File: config.mk
export PLATFORM = sky130hd
export DESIGN_NAME = wb_regfile
export DESIGN_NICKNAME = d
export VERILOG_FILES = /design/src/rtl/wb_regfile.sv
export SDC_FILE = /design/constraint.sdc
export NUM_CORES = 2
export LEC_CHECK = 0
export BUFFER_PORTS_ARGS = -buffer_cell sky130_fd_sc_hd__buf_2
export CAP_MARGIN = 20
export CORE_ASPECT_RATIO = 0.75
export CORE_MARGIN = 2
export CORE_UTILIZATION = 60
export CTS_CLUSTER_DIAMETER = 100
export DETAILED_ROUTE_END_ITERATION = 8
export PLACE_DENSITY = 0.79
export SYNTH_ARGS = -nofsm -noshare
export SYNTH_HDL_FRONTEND = slang
export SYNTH_SLANG_ARGS = --single-unit
File: constraint.sdc
create_clock -name clk -period 5.35 [get_ports clk]
set_clock_uncertainty 0.15 [all_clocks]
set_input_delay 0.8025 -clock clk [delete_from_list [all_inputs] [get_ports clk]]
set_output_delay 0.8025 -clock clk [all_outputs]
set_load 0.05 [all_outputs]
File: src/rtl/wb_regfile.sv
// rtl/wb_regfile.sv - write-back result select, 32x32 register file with write-through read ports
module wb_regfile #(
    parameter int DATA_WIDTH             = 32,
    parameter int REGISTER_ADDRESS_WIDTH = 5
) (
    input  logic                              clk,
    input  logic                              rst,
    input  logic                              RegWriteW,
    input  logic [1:0]                        ResultSrcW,
    input  logic [DATA_WIDTH-1:0]             ALUResultW,
    input  logic [DATA_WIDTH-1:0]             ReadDataW,
    input  logic [DATA_WIDTH-1:0]             ImmExtW,
    input  logic [DATA_WIDTH-1:0]             PCPlus4W,
    input  logic [REGISTER_ADDRESS_WIDTH-1:0] RdW,
    input  logic [REGISTER_ADDRESS_WIDTH-1:0] A1D,
    input  logic [REGISTER_ADDRESS_WIDTH-1:0] A2D,
    output logic [DATA_WIDTH-1:0]             ResultW,
    output logic [DATA_WIDTH-1:0]             RD1D,
    output logic [DATA_WIDTH-1:0]             RD2D,
    output logic [DATA_WIDTH-1:0]             a0,
    output logic [31:0]                       CommitCount
);
    localparam int NUM_REGS = 1 << REGISTER_ADDRESS_WIDTH;

    logic [DATA_WIDTH-1:0] r_regs [NUM_REGS];
    logic [31:0]           r_commit_count;
    logic                  w_commit;

    always_comb begin
        ResultW = ALUResultW;
        case (ResultSrcW)
            2'b00: ResultW = ALUResultW;
            2'b01: ResultW = ReadDataW;
            2'b10: ResultW = PCPlus4W;
            2'b11: ResultW = ImmExtW;
        endcase
    end

    assign w_commit = RegWriteW && (RdW != '0) && !rst;

    // Decode must see a value in the same cycle it is written back.
    function automatic logic [DATA_WIDTH-1:0] f_read(input logic [REGISTER_ADDRESS_WIDTH-1:0] addr);
        if (rst || addr == '0)
            return '0;
        else if (w_commit && RdW == addr)
            return ResultW;
        else
            return r_regs[addr];
    endfunction

    always_comb begin
        RD1D = f_read(A1D);
        RD2D = f_read(A2D);
    end

    always_ff @(posedge clk) begin
        if (rst) begin
            for (int i = 0; i < NUM_REGS; i++)
                r_regs[i] <= '0;
            r_commit_count <= '0;
        end else begin
            if (w_commit)
                r_regs[RdW] <= ResultW;
            // Always re-assigned so the counter carries its current value forward every cycle.
            r_commit_count <= r_commit_count + {31'b0, w_commit};
        end
    end

    assign a0          = r_regs[10];
    assign CommitCount = r_commit_count;
endmodule

==> impl_metrics.json <==
{
  "period_minus_slack_ns": 4.709,
  "drv_slew": 0,
  "hold_ws_ns": 0.3549,
  "avgSynthCellArea_sq_um": 13.36,
  "netlist_area_sq_mm": 0.05557,
  "antenna_left": 0,
  "die_h_microns": 267.6,
  "setup_violations": 0,
  "crit_path_end_kind": "output pin",
  "die_area_sq_mm": 0.09509,
  "rsz0062_at_grt": "false",
  "maxCapViolations": 0,
  "finalCritPeriodShare": 0.8802,
  "insertion_delay_ns": 0.70,
  "syn_inst": 4158,
  "power.leakage_nw": 23.43,
  "worstSetupStartpointType": "input port",
  "htreeDepth": 3,
  "via_per_inst": 7.337,
  "grt_pass1_wl_microns": 269600,
  "gr-total-overflow": 0,
  "place_ws_ns": 0.9546,
  "syn_to_final_growth_pct": 12.28,
  "timing.slew.headroom": 0.2451,
  "io_buffers": 307,
  "cellPowerDensity_mw_per_mm2": 323.9,
  "required_ns": 4.40,
  "hold_path_class": "reg -> reg",
  "synth_edf_count": 1024,
  "async_flop_share": 0,
  "critPathKind": "in -> out",
  "nets": 4514,
  "fmax_ghz": 0.2124,
  "ioPinCount": 308,
  "cp_max_fo": 29,
  "placed_cells_incl_taps": 5479,
  "initial_core_util": 0.6063,
  "ctsHoldBuffers": 0,
  "cts_inserted_buffers": 103,
  "fin_ws_ns": 0.6409,
  "grt.total_usage": 0.3964,
  "grt_pass1_vias": 40140,
  "drive_above_1_share": 0.2623,
  "clock_sinks": 1056,
  "grt_start_max_net_pins": 103,
  "worst_ir_drop_vdd_uv": 240.7,
  "wire_per_inst_microns": 33.50,
  "core_sq_mm": 0.09165,
  "post_cts_buffers": 0,
  "cpMaxStageDelayCell": "mux4_2",
  "crit_family": "buffers and inverters",
  "synth.distinct_cells": 49,
  "vias": 41630,
  "p_total_mw": 20.21,
  "clk_pin_slew_ns": 0.06,
  "antenna_found_initial": 9,
  "route.detailed.drc": 0,
  "tns_ns": 0,
  "drt_pre_antenna_iters": 8,
  "yosysWarnings": 0,
  "seq_area_frac_synth": 0.5649,
  "place_congestion": 0.9668,
  "first_iter_violations": 7725,
  "cts_buffer_depth": 3,
  "postCtsResizedCells": 0,
  "status": "completed",
  "worst-path-buf-inv": 4,
  "fin_cells": 5674,
  "cp_cell_sequence": "buf_8, buf_12, buf_4, mux4_2, mux2_2, o21ai_0, o221ai_1, buf_2",
  "clockRootBuffer": "clkbuf_16",
  "tightest_slew_ns": 1.132,
  "drt-total-wl_microns": 190100,
  "cp.arrival_ns": 3.76,
  "cts_tree": "yes",
  "hpwl_microns": 115300,
  "synth-seq-cells": 1056,
  "core.rowCount": 96,
  "fp.dieW_microns": 355.4,
  "max_stage_delay_ns": 0.59,
  "hold_viol": 0,
  "synthFlopType": "edfxtp_1"
}
area by class of cell:
cell class	count	area [sq um]
Sequential cell	1056	31390
Fill cell	6131	29250
Multi-Input combinational cell	2628	22500
Timing Repair Buffer	503	3435
Clock buffer	141	2877
Tap cell	1225	1533
Clock inverter	46	386.6
Inverter	72	270.3
Antenna cell	3	7.507
flip-flops by register name, indices dropped and copies added (netlist names):
signal and cells:
r_regs 1024, CommitCount 32
metrics by stage:
| stage | util | cell area, sq um |
|---|---|---|
| after floorplan | - | 55690 |
| after global placement | 0.6437 | 59000 |
| after detailed placement | 0.6439 | 59020 |
| after CTS | 0.6796 | 62280 |
| after global routing | 0.6808 | 62390 |
| final | 0.6808 | 62390 |
power breakdown:
| part | switching, mW | internal [mW] |
|---|---|---|
| sequential | 0.254 | 9.52 |
| combinational | 2.09 | 1.11 |
| clock | 3.20 | 4.03 |
synth_stat cells (6+ instances only):
cell type	number	area (sq um)
a22oi_1	32	240.2
or3_1	6	37.54
dfxtp_1	32	640.6
mux2_2	63	709.4
o21ai_1	61	305.3
a221oi_1	64	560.5
mux4_2	385	8671
clkbuf_1	302	1134
a211o_1	33	289.0
nor3_1	6	30.03
buf_4	6	45.04
o21bai_1	32	240.2
nor2_1	1027	3855
xnor2_1	18	157.7
buf_6	14	157.7
o22ai_1	33	206.5
o221ai_1	95	832.1
a221o_1	32	320.3
a21oi_1	40	200.2
mux2i_1	384	3844
buf_2	81	405.4
inv_1	72	270.3
o21ai_0	40	200.2
edfxtp_1	1024	30750
xor2_1	16	140.1
nor4_1	9	56.30
nand3_1	12	60.06
nand2_1	106	397.9
buf_1	30	112.6
nand2b_1	65	406.6
placed cells by master, fill, tap and decap left out, types with 32 or more instances in the layout:
master / Yosys / routed
conb_1: 1 / 32
a211o_1: 33 / 33
edfxtp_1: 1024 / 1024
nand2b_2: 0 / 32
o22ai_1: 33 / 33
nand2b_1: 65 / 33
nand2_1: 106 / 106
o21bai_1: 32 / 32
mux4_2: 385 / 385
dfxtp_1: 32 / 32
clkbuf_16: 0 / 108
inv_1: 72 / 71
a22oi_1: 32 / 32
mux2i_1: 384 / 384
mux2_2: 63 / 63
a221oi_1: 64 / 64
o221ai_1: 95 / 95
buf_4: 6 / 171
o21ai_0: 40 / 40
a21oi_1: 40 / 40
nor2_1: 1027 / 1026
a221o_1: 32 / 32
buf_2: 81 / 298
worst min-delay path, delay by kind of cell, from the launching register on:
kind	cells	cell delay [ns]
flip-flops	1	0.33
AO/OA/AOI/OAI	2	0.13
layer usage:
metal  wire (microns)  part of all wire  track usage
met3            35500              0.19       0.1695
met2            80950              0.43       0.5633
met4            10400             0.055       0.2002
met1            63090              0.33       0.5231
met5              136           0.00072     0.006667
cells by family (layout without fill, tap and decap cells):
family,Yosys count,after routing,share of synthesized area
AO/OA/AOI/OAI,466,466,0.06165
XOR/XNOR,34,34,0.005359
adder cells (fa/ha/maj),2,2,0.0004502
buffers and inverters,505,762,0.03823
flip-flops,1056,1056,0.5649
multiplexers,832,832,0.2380
other,1,35,0.00006748
AND/OR/NAND/NOR,1262,1262,0.09139
path summary, 6_finish.rpt:
check                                startpoint               to  slack (ns)  cells after the start
worst min register to register  CommitCount[17]  CommitCount[17]        0.35                      2
worst min-delay path            CommitCount[17]  CommitCount[17]        0.35                      2
worst max register to register   CommitCount[0]  CommitCount[28]        2.88                      7
worst max-delay path                     A1D[0]          RD1D[8]        0.64                      8
Note: power is estimated with default switching activity, not from simulation.
